## config.mk

```make
export PLATFORM = sky130hd
export DESIGN_NAME = axi4_lite_regfile
export DESIGN_NICKNAME = d
export VERILOG_FILES = /design/src/rtl/axi4_lite_pkg.sv /design/src/rtl/axi4_lite_read_pipe.sv /design/src/rtl/axi4_lite_regfile.sv
export SDC_FILE = /design/constraint.sdc
export NUM_CORES = 1
export LEC_CHECK = 0
export CORE_ASPECT_RATIO = 0.5
export CORE_UTILIZATION = 25
export DETAILED_ROUTE_END_ITERATION = 12
export GPL_ROUTABILITY_DRIVEN = 0
export PLACE_DENSITY_LB_ADDON = 0.12
export SYNTH_ARGS = -nofsm -noshare
export SYNTH_HDL_FRONTEND = slang
export SYNTH_SLANG_ARGS = --single-unit
```

## constraint.sdc

```tcl
create_clock -name ACLK -period 2.5 [get_ports ACLK]
set_input_delay 0.5 -clock ACLK [delete_from_list [all_inputs] [get_ports ACLK]]
set_output_delay 0.5 -clock ACLK [all_outputs]
set_load 0.05 [all_outputs]
```

## src/rtl/axi4_lite_pkg.sv

```systemverilog
// Shared AXI4-Lite definitions: response codes and the byte-lane merge used by
// register-file style slaves.
package axi4_lite_pkg;

  localparam logic [1:0] RESP_OKAY   = 2'b00;
  localparam logic [1:0] RESP_SLVERR = 2'b10;
  localparam logic [1:0] RESP_DECERR = 2'b11;

  // Sized for the widest AXI data bus; callers zero-extend in and truncate out.
  localparam int MERGE_MAX_WIDTH = 1024;
  localparam int MERGE_MAX_STRB  = MERGE_MAX_WIDTH / 8;

  function automatic logic [MERGE_MAX_WIDTH-1:0] merge_bytes(
    input logic [MERGE_MAX_WIDTH-1:0] old_word,
    input logic [MERGE_MAX_WIDTH-1:0] new_word,
    input logic [MERGE_MAX_STRB-1:0]  strb
  );
    logic [MERGE_MAX_WIDTH-1:0] result;
    result = old_word;
    for (int i = 0; i < MERGE_MAX_STRB; i++) begin
      if (strb[i]) result[8*i +: 8] = new_word[8*i +: 8];
    end
    return result;
  endfunction

endpackage

```

## src/rtl/axi4_lite_read_pipe.sv

```systemverilog
// Fixed-latency valid/data/resp shift pipeline for the read channel. The whole
// pipeline freezes while the last stage is valid and not accepted.
module axi4_lite_read_pipe #(
  parameter int DATA_WIDTH = 32,
  parameter int LATENCY    = 1
) (
  input  logic                  ACLK,
  input  logic                  ARESETn,
  input  logic                  in_valid,
  input  logic [DATA_WIDTH-1:0] in_data,
  input  logic [1:0]            in_resp,
  input  logic                  out_ready,
  output logic                  out_valid,
  output logic [DATA_WIDTH-1:0] out_data,
  output logic [1:0]            out_resp
);

  logic                  valid_q [LATENCY];
  logic [DATA_WIDTH-1:0] data_q  [LATENCY];
  logic [1:0]            resp_q  [LATENCY];
  logic                  stall;

  assign stall = valid_q[LATENCY-1] && !out_ready;

  always_ff @(posedge ACLK) begin
    if (!ARESETn) begin
      for (int k = 0; k < LATENCY; k++) begin
        valid_q[k] <= 1'b0;
        data_q[k]  <= '0;
        resp_q[k]  <= '0;
      end
    end else if (!stall) begin
      valid_q[0] <= in_valid;
      data_q[0]  <= in_data;
      resp_q[0]  <= in_resp;
      for (int k = 1; k < LATENCY; k++) begin
        valid_q[k] <= valid_q[k-1];
        data_q[k]  <= data_q[k-1];
        resp_q[k]  <= resp_q[k-1];
      end
    end
  end

  assign out_valid = valid_q[LATENCY-1];
  assign out_data  = data_q[LATENCY-1];
  assign out_resp  = resp_q[LATENCY-1];

endmodule

```

## src/rtl/axi4_lite_regfile.sv

```systemverilog
// AXI4-Lite register-file slave: byte-strobed writes with independent AW/W
// capture, decode errors, and a configurable-latency single-outstanding read.
module axi4_lite_regfile
  import axi4_lite_pkg::*;
#(
  parameter int DATA_WIDTH   = 32,
  parameter int ADDR_WIDTH   = 8,
  parameter int DEPTH        = 16,
  parameter int READ_LATENCY = 1,
  parameter int STRB_WIDTH   = DATA_WIDTH / 8
) (
  input  logic                  ACLK,
  input  logic                  ARESETn,
  input  logic                  AWVALID,
  output logic                  AWREADY,
  input  logic [ADDR_WIDTH-1:0] AWADDR,
  input  logic [2:0]            AWPROT,
  input  logic                  WVALID,
  output logic                  WREADY,
  input  logic [DATA_WIDTH-1:0] WDATA,
  input  logic [STRB_WIDTH-1:0] WSTRB,
  output logic                  BVALID,
  input  logic                  BREADY,
  output logic [1:0]            BRESP,
  input  logic                  ARVALID,
  output logic                  ARREADY,
  input  logic [ADDR_WIDTH-1:0] ARADDR,
  input  logic [2:0]            ARPROT,
  output logic                  RVALID,
  input  logic                  RREADY,
  output logic [DATA_WIDTH-1:0] RDATA,
  output logic [1:0]            RRESP
);

  localparam int LANE_SHIFT = $clog2(STRB_WIDTH);
  localparam int IDX_W      = (DEPTH > 1) ? $clog2(DEPTH) : 1;

  logic [DATA_WIDTH-1:0] mem [DEPTH];

  logic                  aw_held, w_held;
  logic [ADDR_WIDTH-1:0] aw_addr;
  logic [DATA_WIDTH-1:0] w_data;
  logic [STRB_WIDTH-1:0] w_strb;
  logic                  b_valid;
  logic [1:0]            b_resp;
  logic                  aw_fire, w_fire, commit;
  logic [ADDR_WIDTH-1:0] wr_index;
  logic                  wr_ok;
  logic [DATA_WIDTH-1:0] wr_merged;

  logic                  ar_busy, ar_fire;
  logic [ADDR_WIDTH-1:0] rd_index;
  logic                  rd_ok;
  logic                  rd_sample_valid;
  logic [DATA_WIDTH-1:0] rd_sample_data;
  logic [1:0]            rd_sample_resp;

  logic unused_prot;
  assign unused_prot = ^{AWPROT, ARPROT};

  assign AWREADY = !aw_held && !b_valid;
  assign WREADY  = !w_held && !b_valid;
  assign BVALID  = b_valid;
  assign BRESP   = b_resp;

  assign aw_fire  = AWVALID && AWREADY;
  assign w_fire   = WVALID && WREADY;
  assign commit   = aw_held && w_held;
  assign wr_index = aw_addr >> LANE_SHIFT;
  assign wr_ok    = wr_index < ADDR_WIDTH'(DEPTH);
  assign wr_merged = DATA_WIDTH'(merge_bytes(MERGE_MAX_WIDTH'(mem[wr_index[IDX_W-1:0]]),
                                             MERGE_MAX_WIDTH'(w_data),
                                             MERGE_MAX_STRB'(w_strb)));

  // Write capture and response: the commit fires on the edge after both halves
  // are held, which also keeps the readys low until the B handshake.
  always_ff @(posedge ACLK) begin
    if (!ARESETn) begin
      aw_held <= 1'b0;
      w_held  <= 1'b0;
      aw_addr <= '0;
      w_data  <= '0;
      w_strb  <= '0;
      b_valid <= 1'b0;
      b_resp  <= RESP_OKAY;
    end else begin
      if (aw_fire) begin
        aw_held <= 1'b1;
        aw_addr <= AWADDR;
      end
      if (w_fire) begin
        w_held <= 1'b1;
        w_data <= WDATA;
        w_strb <= WSTRB;
      end
      if (commit) begin
        aw_held <= 1'b0;
        w_held  <= 1'b0;
        b_valid <= 1'b1;
        b_resp  <= wr_ok ? RESP_OKAY : RESP_DECERR;
      end else if (b_valid && BREADY) begin
        b_valid <= 1'b0;
      end
    end
  end

  always_ff @(posedge ACLK) begin
    if (!ARESETn) begin
      for (int i = 0; i < DEPTH; i++) mem[i] <= '0;
    end else if (commit && wr_ok) begin
      mem[wr_index[IDX_W-1:0]] <= wr_merged;
    end
  end

  assign ARREADY  = !ar_busy;
  assign ar_fire  = ARVALID && ARREADY;
  assign rd_index = ARADDR >> LANE_SHIFT;
  assign rd_ok    = rd_index < ADDR_WIDTH'(DEPTH);

  // The array is sampled at the AR edge so a same-edge commit is not seen.
  always_ff @(posedge ACLK) begin
    if (!ARESETn) begin
      ar_busy         <= 1'b0;
      rd_sample_valid <= 1'b0;
      rd_sample_data  <= '0;
      rd_sample_resp  <= RESP_OKAY;
    end else begin
      rd_sample_valid <= ar_fire;
      rd_sample_data  <= (ar_fire && rd_ok) ? mem[rd_index[IDX_W-1:0]] : '0;
      rd_sample_resp  <= (ar_fire && !rd_ok) ? RESP_DECERR : RESP_OKAY;
      if (ar_fire) begin
        ar_busy <= 1'b1;
      end else if (RVALID && RREADY) begin
        ar_busy <= 1'b0;
      end
    end
  end

  axi4_lite_read_pipe #(
    .DATA_WIDTH(DATA_WIDTH),
    .LATENCY   (READ_LATENCY)
  ) u_read_pipe (
    .ACLK     (ACLK),
    .ARESETn  (ARESETn),
    .in_valid (rd_sample_valid),
    .in_data  (rd_sample_data),
    .in_resp  (rd_sample_resp),
    .out_ready(RREADY),
    .out_valid(RVALID),
    .out_data (RDATA),
    .out_resp (RRESP)
  );

endmodule
```

==> results.md, run 1 <==
- Primary FF master, synth: edfxtp_1
- Peak VDD IR: 0.4305 mV
- Hold Buf Count CTS: 0
- Async S/R FF share, synth: 0%
- Hold Path Class: in -> reg
- Maximum clock path buffer count: 3
- Die Wd: 475.1 um
- Area share of the largest cell type after synthesis: 58.59%
- CTS Buf Count: 68
- Critical R2R Launch: aw_addr[5]$_SDFFE_PN0P_
- Total congestion overflow: 0
- Die height: 238.6 um
- # DRC: 0
- Crit Path Category: reg -> out
- Critical Path Sink Type: output pin
- Share of cells above drive strength 1: 23.16%
- Setup crit start: ar_busy$_SDFFE_PN0P_
- Setup bufs post-CTS: 0
- Reg2Reg Depth: 6
- Synth area leaders: edfxtp_1 59%, and2_1 12%, mux4_2 10%, dfxtp_1 5.8%, mux2i_1 2.2%
- Worst-path clk slew: 0.06 ns
- H-Tree Depth: 3
- Reg2Reg Setup Slack: 0.18 ns
- Cell area after layout: 34350 um^2
- ANT nets after route: 0
- CP Capture Point: ARREADY
- Max-Cap Viols: 0
- Most instantiated cells after synthesis: 546 x and2_1, 546 x edfxtp_1, 126 x mux4_2, 81 x dfxtp_1, 79 x clkbuf_1
- Status: finished clean
- Worst Tran Pin Value: 1.012 ns
- Largest net degree at the start of global routing: 87
- Root Buffer: clkbuf_16
- Fin. Hold Viols: 0
- GRT Util Overall: 14.51%
- Arr. time, crit path: 1.85 ns
- DR iter-0 viols: 1000
- Synth cell types: 36
- Logic pwr share: 7.2%
- Register area share after synthesis: 64.39%
- Placed instance area: 32250 um^2
- Rel. slew slack: 32.46%
- CP Max Fanout: 4
- Starting density of the core: 25.32%
- Nets@finish: 2123
- Syn_area_per_cell: 15.32 um^2
- P per Cell Area: 684.1 nW/um^2
- Filler cells: 10860
- Critical Path RT: 2.00 ns
- Vias per cell: 4.247
- Initial antenna violation count: 2
- Final Skew: 0.02062 ns
- Ports: 106
- Core box area: 110500 um^2
- Resized Gates After CTS: 4
- RSZ-0062 raised after global routing: false
- Post-Syn Area: 27980 um^2
- Largest area contributor in the netlist: edfxtp_1
- Clock latency at the later pin of the worst-skew pair: 0.64 ns
- IO Port Bufs: 95
- First-pass GRT wire length: 117300 um
- Post-synth EDFFs: 546
- Hpwl dp: 54490 um
- Synth Warn #: 0
- Switch Pwr: 5.534 mW
- Fin crit period: 2.349 ns
- Setup violators final: 0
- Fmax: 425.6 MHz
- Clk pwr share: 41.7%
- Synthesized Nets: 1892
- Crit start category: register
- Routed len/inst: 22.38 um
- R2R Path End: mem[14][2]$_SDFFCE_PN0P_
- Clk sinks: 627
- Setup TNS Final: 0 ns
- CTS tree: yes
- Synthesized flop and latch total: 627
- Share of power burned in registers: 51.1%
- P_leak: 12.26 nW
- TritonRoute pass-1 iters: 5
- Final WL: 80800 um
- Area growth, synth to finish: 22.77%
- Slew Viols, Final: 0
- Vias in the first global route: 16198
- Cell-internal power: 17.97 mW
- Die area: 113400 um^2
- Placement row count: 86
- DR vias: 15337
- Mapped Cells: 1827
- Tcrit/Tclk final: 93.98%
- Sw Share: 23.55%
==> placed cells by master, fill, tap and decap left out, types with 2 or more instances in the layout <==
cell	n
and2_1	546
edfxtp_1	546
buf_4	150
mux4_2	126
clkdlybuf4s50_1	87
dfxtp_1	80
nand2_1	74
clkbuf_16	71
nand2b_1	69
mux2i_1	62
buf_12	40
a21boi_0	38
nor4_2	34
o22ai_1	34
clkbuf_1	22
nor3_2	16
nor4_4	14
clkinv_2	10
nor2_1	9
clkinv_1	9
nor2b_1	8
o2111ai_1	8
clkbuf_8	8
inv_1	7
nand4bb_1	6
nand4b_1	5
diode_2	4
mux2_2	4
dlygate4sd2_1	4
nand3_2	3
or4b_1	2
or4b_4	2
==> flip-flops by register name, indices dropped and copies added, names as in the netlist, 4 cells and up <==
signal              count
w_data                 32
u_read_pipe.data_q     32
mem                   512
aw_addr                 6
rd_sample_data         32
w_strb                  4
==> metrics by stage <==
step                      utilization, %  setup slack, ns  hold slack [ns]  cells  power [mW]
after floorplan                        -           0.3368           0.4435   1827       13.02
after global placement             29.18           0.1381           0.4583   3484       13.98
after detailed placement           29.18          0.06346           0.4610   3484       13.99
after CTS                          31.08          0.08168           0.3791   3607       23.89
after global routing               31.08         0.004733           0.3903   3607       24.41
final                              31.09           0.1505           0.4238   3611       23.50
==> routing by layer <==
layer  vias up  part of all wire, %  GRT usage (%)
met2       171                   48          23.75
met1      7854                   48          20.06
met4         0                  1.5          2.824
met3        79                  2.8          2.628
li1       7233                    -              -
met5         -                    0              0
==> power groups by stage <==
stage / sequential, mW / combinational, mW / clock (mW)
2_1_floorplan: 12.1 / 0.965 / 0
3_3_place_gp: 12.2 / 1.75 / 0
3_5_place_dp: 12.2 / 1.75 / 0
4_1_cts: 12.0 / 1.75 / 10.1
5_1_grt: 12.1 / 1.82 / 10.5
6_report: 12.0 / 1.70 / 9.80
==> how the worst min path moves through the flow <==
stage,depth (start not counted),from,endpoint
2_1_floorplan,2,w_strb[0]$_SDFFE_PN0P_,w_strb[0]$_SDFFE_PN0P_
3_3_place_gp,2,w_strb[3]$_SDFFE_PN0P_,w_strb[3]$_SDFFE_PN0P_
3_5_place_dp,2,w_strb[0]$_SDFFE_PN0P_,w_strb[0]$_SDFFE_PN0P_
4_1_cts,3,WDATA[12],w_data[12]$_SDFFE_PN0P_
5_1_grt,3,WDATA[12],w_data[12]$_SDFFE_PN0P_
6_report,3,WDATA[28],w_data[28]$_SDFFE_PN0P_
==> final cells by class <==
type,instances,area [um^2],share of cell area (%)
Sequential cell,627,18020,52.46
Multi-Input combinational cell,1071,9467,27.56
Timing Repair Buffer,283,2859,8.322
Clock buffer,101,1969,5.733
Tap cell,1496,1872,5.449
Clock inverter,22,130.1,0.3788
Inverter,7,26.28,0.07648
Antenna cell,4,10.01,0.02914
==> critical path, cell delays in order, from the launching register on <==
cell and delay, ns:
dfxtp_1 0.33, inv_1 0.09, clkdlybuf4s50_1 0.80
==> cells by family after synthesis <==
kind of cell	synth area share (%)
AND/OR/NAND/NOR	19.02
flip-flops	64.39
multiplexers	12.52
buffers and inverters	1.918
AO/OA/AOI/OAI	2.160
Power figures use the tool's default switching activity.
==> inputs of run 2 (changes only) <==
--- a/config.mk
+++ b/config.mk
@@ -5,8 +5,10 @@
 export SDC_FILE = /design/constraint.sdc
 export NUM_CORES = 1
 export LEC_CHECK = 0
+export CAP_MARGIN = 0
 export CORE_ASPECT_RATIO = 0.5
 export CORE_UTILIZATION = 25
+export CTS_CLUSTER_SIZE = 16
 export DETAILED_ROUTE_END_ITERATION = 12
 export GPL_ROUTABILITY_DRIVEN = 0
 export PLACE_DENSITY_LB_ADDON = 0.12
==> results of run 2 <==
No change in the layout: final DEF, timing and power equal those of run 1.
==> inputs of run 3 (changes only) <==
--- a/config.mk
+++ b/config.mk
@@ -7,7 +7,7 @@
 export LEC_CHECK = 0
 export CAP_MARGIN = 0
 export CORE_ASPECT_RATIO = 0.5
-export CORE_UTILIZATION = 25
+export CORE_UTILIZATION = 45
 export CTS_CLUSTER_SIZE = 16
 export DETAILED_ROUTE_END_ITERATION = 12
 export GPL_ROUTABILITY_DRIVEN = 0
==> results.md, run 3 (synthesized netlist as in run 1, its figures left out) <==
- Most frequent cells in the layout: 546 x and2_1, 546 x edfxtp_1, 126 x mux4_2, 120 x buf_4, 89 x clkdlybuf4s50_1
- Resized Gates After CTS: 0 (-4)
- Die Wd: 354.7 um (-25%)
- CTS Buf Count: 56 (-18%)
- Initial antenna violation count: 0 (-2)
- Crit Path Category: reg -> out
- Largest net degree at the start of global routing: 90 (+3.4%)
- Most flops, register: mem
- Arr. time, crit path: 1.97 ns (+0.12 ns)
- Clk sinks: 627 (unchanged)
- Non-Filler Instances: 2871 (-20%)
- Core box area: 61260 um^2 (-45%)
- # DRC: 0 (unchanged)
- Slew Viols, Final: 0 (unchanged)
- P_leak: 11.84 nW (-3.4%)
- Peak VDD IR: 0.4849 mV (+13%)
- Total congestion overflow: 0 (unchanged)
- Final WL: 66490 um (-18%)
- Highest-delay cell along the critical path: clkdlybuf4s50_1
- H-Tree Depth: 2 (-1)
- Vias per cell: 5.340 (+26%)
- WHS Path Cells: 3 (unchanged)
- RSZ-0062 raised after global routing: false
- Hold Path Class: in -> reg
- Hold EP: w_strb[2]$_SDFFE_PN0P_
- Hold Buf Count CTS: 0 (unchanged)
- Fin crit period: 2.469 ns (+0.1196 ns)
- Max reg flops: 512 (unchanged)
- CTS tree: yes
- Max-Cap Viols: 0 (unchanged)
- Reg2Reg Depth: 5 (-1)
- DR iter-0 viols: 1075 (+7.5%)
- Hold Path Origin: WSTRB[2]
- Setup violators final: 0 (unchanged)
- Largest delay share family, worst path: buffers and inverters
- TritonRoute pass-1 iters: 5 (unchanged)
- Final Skew: 0.01753 ns (-0.003092 ns)
- Share of cells above drive strength 1: 21.08% (-2.1 points)
- R2R Path End: mem[9][26]$_SDFFCE_PN0P_
- Crit-path max cell delay: 0.87 ns (+0.07 ns)
- DR vias: 15332 (-0.033%)
- Setup bufs post-CTS: 0 (unchanged)
- Rel. slew slack: 27.32% (-5.1 points)
- Worst-path clk slew: 0.07 ns (about the same)
- Starting density of the core: 45.68% (+20 points)
- Die height: 178.3 um (-25%)
- Setup TNS Final: 0 ns (unchanged)
- Inst Count DP: 2766 (-21%)
- Root Buffer: clkbuf_16
- Cell breakdown of the critical path: clkdlybuf4s50_1
- Worst Tran Pin Value: 1.089 ns (+0.07708 ns)
- Power consumption: 22.32 mW (-5.0%)
- Die area: 63250 um^2 (-44%)
- Fmax: 405.0 MHz (-4.8%)
- CP Max Fanout: 7 (+3)
- Crit start category: register
- First-pass GRT wire length: 99640 um (-15%)
- Status: finished clean
- ANT nets after route: 0 (unchanged)
- Nets@finish: 2064 (-2.8%)
- IO Port Bufs: 95 (unchanged)
- Routed len/inst: 23.16 um (+3.5%)
- Area growth, synth to finish: 16.82%
- Critical Path Sink Type: output pin
- Maximum clock path buffer count: 3 (unchanged)
- P per Cell Area: 682.7 nW/um^2 (-0.20%)
- Critical R2R Launch: aw_addr[5]$_SDFFE_PN0P_
- GRT Util Overall: 21.43% (+6.9 points)
- Clock latency at the later pin of the worst-skew pair: 0.60 ns (-0.04 ns)
- Critical Path RT: 2.00 ns (about the same)
- Fin. Hold Viols: 0 (unchanged)
- Hpwl dp: 43740 um (-20%)
- Placement row count: 64 (-26%)
- Filler cells: 4999 (-54%)
- Reg2Reg Setup Slack: 0.12 ns (-0.06 ns)
- WP buf/inv: 1 (-1)
- Ports: 106 (unchanged)
- Tcrit/Tclk final: 98.76% (+4.8 points)
- Vias in the first global route: 15181 (-6.3%)
-- run 3: cell types whose count changed in the layout (fill, tap and decap cells not counted), moves of 2 or more --
cell | previous run | this run
nand3_2 | 3 | 1
dlygate4sd2_1 | 4 | 0
clkbuf_8 | 8 | 11
bufinv_16 | 1 | 5
buf_4 | 150 | 120
clkinv_1 | 9 | 4
clkdlybuf4s50_1 | 87 | 89
dlymetal6s2s_1 | 0 | 2
nand3_1 | 0 | 2
diode_2 | 4 | 1
clkbuf_1 | 22 | 16
clkbuf_16 | 71 | 57
buf_12 | 40 | 23
-- run 3: layout make-up --
type | instances | area (um^2) | area share, %
diodes | 1 | 2.502 | 0.007655
clock buffers | 83 | 1624 | 4.968
clock inverters | 21 | 229.0 | 0.7005
inverters | 7 | 26.28 | 0.08038
multi-input cells | 1071 | 9452 | 28.91
flip-flops and latches | 627 | 18020 | 55.13
well taps | 825 | 1032 | 3.158
repair buffers | 236 | 2302 | 7.043
-- run 3: through the flow --
| step | instance area (um^2) | hold WS, ns | worst slack (ns) | util (%) |
|---|---|---|---|---|
| floorplan | 27980 | 0.4435 | 0.3368 | - |
| global placement | 30830 | 0.4571 | 0.1681 | 50.32 |
| detailed placement | 30830 | 0.4584 | 0.1390 | 50.32 |
| CTS | 32680 | 0.4219 | 0.009980 | 53.35 |
| global route | 32690 | 0.4386 | 0.007667 | 53.36 |
| finish | 32690 | 0.4490 | 0.03094 | 53.36 |
-- run 3: power by group --
| part | internal, mW | switching, mW | leakage [nW] | total [mW] |
|---|---|---|---|---|
| Clock | 5.00 | 3.82 | 0.917 | 8.82 |
| Combinational | 0.646 | 0.899 | 4.56 | 1.55 |
| Sequential | 11.7 | 0.279 | 6.36 | 12.0 |
-- run 3: worst min-delay path, cell delays in order --
cell and delay [ns]:
clkdlybuf4s50_1 0.39, nand2_1 0.05, a21boi_0 0.06
-- run 3: how the worst max path moves through the flow --
stage | from | end | slack, ns | cells after the start
3_3_place_gp | ARESETn | mem[12][6]$_SDFFCE_PN0P_ | 0.17 | 7
5_1_grt | BVALID$_SDFFE_PN0P_ | BVALID | 0.008 | 1
6_report | BVALID$_SDFFE_PN0P_ | BVALID | 0.03 | 1
3_5_place_dp | ARESETn | mem[12][3]$_SDFFCE_PN0P_ | 0.14 | 7
2_1_floorplan | u_read_pipe.valid_q[0]$_DFFE_PP_ | u_read_pipe.data_q[0][0]$_SDFFCE_PN0P_ | 0.34 | 1
4_1_cts | BVALID$_SDFFE_PN0P_ | BVALID | 0.01 | 1
-- run 3: layer usage --
layer / GRT usage (%) / wire length (um) / share of wire (%)
met1: 31.41 / 31430 / 47
met2: 34.20 / 30960 / 47
met3: 3.366 / 3124 / 4.7
met4: 3.825 / 979 / 1.5
met5: 0 / 0 / 0
==> variant, RTL diff (settings of run 1) <==
Change the parameter `ADDR_WIDTH` from 8 to 9.
--- a/src/rtl/axi4_lite_regfile.sv
+++ b/src/rtl/axi4_lite_regfile.sv
@@ -5,5 +5,5 @@
 #(
   parameter int DATA_WIDTH   = 32,
-  parameter int ADDR_WIDTH   = 8,
+  parameter int ADDR_WIDTH   = 9,
   parameter int DEPTH        = 16,
   parameter int READ_LATENCY = 1,
Ports: changed (resized ARADDR and AWADDR); port bits go from 106 to 108. The function was not compared with the original's and may differ.
==> variant against run 1 <==
  * First-iteration DRC count shrank 11%
  * Total power rose by 2.6%
  * Design area up 1.0%
  * Die area up 2.1%
  * Worst setup slack worse by 0.034 ns
  * Wire length decreased by 0.68%
  * Critical path depth is 1 lower
  * Clock power increased by 5%
  * Synthesized area is 2.1% higher
  * Critical endpoint is now RDATA[10]
  * Sequential cell count is 1 higher
==> variant: results (changes against run 1) <==
- Outcome: completed (unchanged)
- Port bufs: 97 (was 95)
- Switch share: 0.236 (was 0.235)
- Largest net degree at the start of global routing: 65 (was 87)
- Dpl cells: 3528 (was 3484)
- Via Count: 15400 (was 15300)
- Top cell family by delay on the critical path: buffers and inverters (unchanged)
- Drt via density: 4.23 (was 4.25)
- Warnings, synthesis: 0 (unchanged)
- Worst vdd ir: 415 uV (was 430 uV)
- Global-route wire length before repair: 117 mm (about the same)
- Largest register FFs: 512 (unchanged)
- DP Area: 0.0325 mm2 (was 0.0322 mm2)
- R2r setup slk: 0.23 ns (was 0.18 ns)
- Final hold slack: 0.411 ns (was 0.424 ns)
- Min-delay worst type: in -> reg (unchanged)
- DR WL/cell: 22.0 um (was 22.4 um)
- Clock-pin slew on the worst setup and hold paths: 0.06 ns (about the same)
- CP arrival: 1.88 ns (was 1.85 ns)
- Share of cells above drive strength 1: 0.231 (was 0.232)
- Least-Margin Pin Slew: 0.946 ns (was 1.01 ns)
- Pre-Repair DR Iteration Count: 4 (was 5)
- Post-Synthesis Mean Instance Area: 15.3 um2 (about the same)
- Syn_nets: 1930 (was 1892)
- Setup Skew: 0.0228 ns (was 0.0206 ns)
- Worst slack at placement: 0.198 ns (was 0.0635 ns)
- Distinct cell type count after synthesis: 41 (was 36)
- Main flop type after synthesis: edfxtp_1 (unchanged)
- Slowest CP cell: clkdlybuf4s50_1 (unchanged)
- Post-CTS Setup Bufs: 0 (unchanged)
- FFs w/ async S/R, synth: 0 (unchanged)
- Most instantiated cells after synthesis: 546 x and2_1, 546 x edfxtp_1, 128 x mux4_2, 82 x dfxtp_1, 81 x clkbuf_1 (was 546 x and2_1, 546 x edfxtp_1, 126 x mux4_2, 81 x dfxtp_1, 79 x clkbuf_1)
- Nets: 2152 (was 2123)
- Critical Path Fanout Max: 1 (was 4)
- Max clock buf depth: 3 (unchanged)
- Leakage: 12.4 nW (was 12.3 nW)
- Uppermost routed layer: met4 (unchanged)
- Main area contributors after synthesis: edfxtp_1 57%, and2_1 12%, mux4_2 10% (was edfxtp_1 59%, and2_1 12%, mux4_2 10%)
- H-tree depth: 3 (unchanged)
- Number of enable flip-flop cells after synthesis: 546 (unchanged)
- Insertion delay to the later sink of the worst-skew pair: 0.63 ns
- Register area share after synthesis: 0.631 (was 0.644)
- Worst path max stage delay: 0.85 ns (was 0.80 ns)
- Met1 wire length: 37.8 mm (was 38.8 mm)
- CTS Buf Count: 68 (unchanged)
- Initial drt markers: 895 (was 1000)
- Met2 WL: 38.8 mm (was 38.5 mm)
- Period utilization: 0.953 (was 0.940)
- Total GRT Usage: 0.141 (was 0.145)
- HPWL after DPL: 53.5 mm (was 54.5 mm)
- Vias in the first global route: 16400 (was 16200)
- Total of cells resized after clock tree synthesis: 6 (was 4)
- Reg with most FFs: mem (unchanged)
- DRC Markers: 0 (unchanged)
- Met3 routed WL: 2.57 mm (was 2.27 mm)
- CTS root buffer: clkbuf_16 (unchanged)
- Number of antenna violations at the first check in global routing: 5 (was 2)
==> variant: cell count changes in the layout (fill, tap and decap cells not counted), moves of 23 or more <==
cell,run 1,this run
nor4_2,34,0
a21oi_1,0,40
a21boi_0,38,0
nand3_1,0,64
nor4_4,14,64
o22ai_1,34,0
o211ai_1,0,32
mux2i_1,62,39
==> variant: final timing paths <==
path                             startpoint   endpoint  cells past startpoint
setup / recovery  u_read_pipe.data_q[0][10]  RDATA[10]                      1
hold / removal                     WDATA[8]  w_data[8]                      3
setup reg to reg                 aw_addr[4]  mem[4][1]                      4
hold reg to reg                   w_strb[1]  w_strb[1]                      2
==> variant: area by class of cell <==
class	instances	area, um2
clock inverters	32	303
multi-input cells	1096	9900
diodes	4	10.0
repair buffers	283	2610
clock buffers	91	1930
inverters	8	30.0
flip-flops and latches	628	18000
fillers	11200	78300
well taps	1513	1890
==> variant: power groups by stage <==
stage	logic (mW)	clock network [mW]	registers [mW]
2_1_floorplan	1.14	0	12.1
6_report	1.78	10.3	12.0
3_3_place_gp	1.83	0	12.2
4_1_cts	1.83	10.7	12.0
5_1_grt	1.90	11.1	12.0
3_5_place_dp	1.83	0	12.2
==> variant: cell families (layout without fill, tap and decap cells) <==
logic type / count (synthesis) / after routing / synth area share
mux: 167 / 167 / 0.115
other cells: 0 / 4 / 0
buf+inv: 139 / 414 / 0.0236
compound gates: 76 / 76 / 0.0163
simple gates: 853 / 853 / 0.214
flops: 628 / 628 / 0.631
==> variant: routing by layer <==
metal  vias to the layer above  track usage
li1                       7349            -
met1                      7825        0.190
met2                       188        0.237
met3                        87       0.0263
met4                         0       0.0276
met5                         -            0
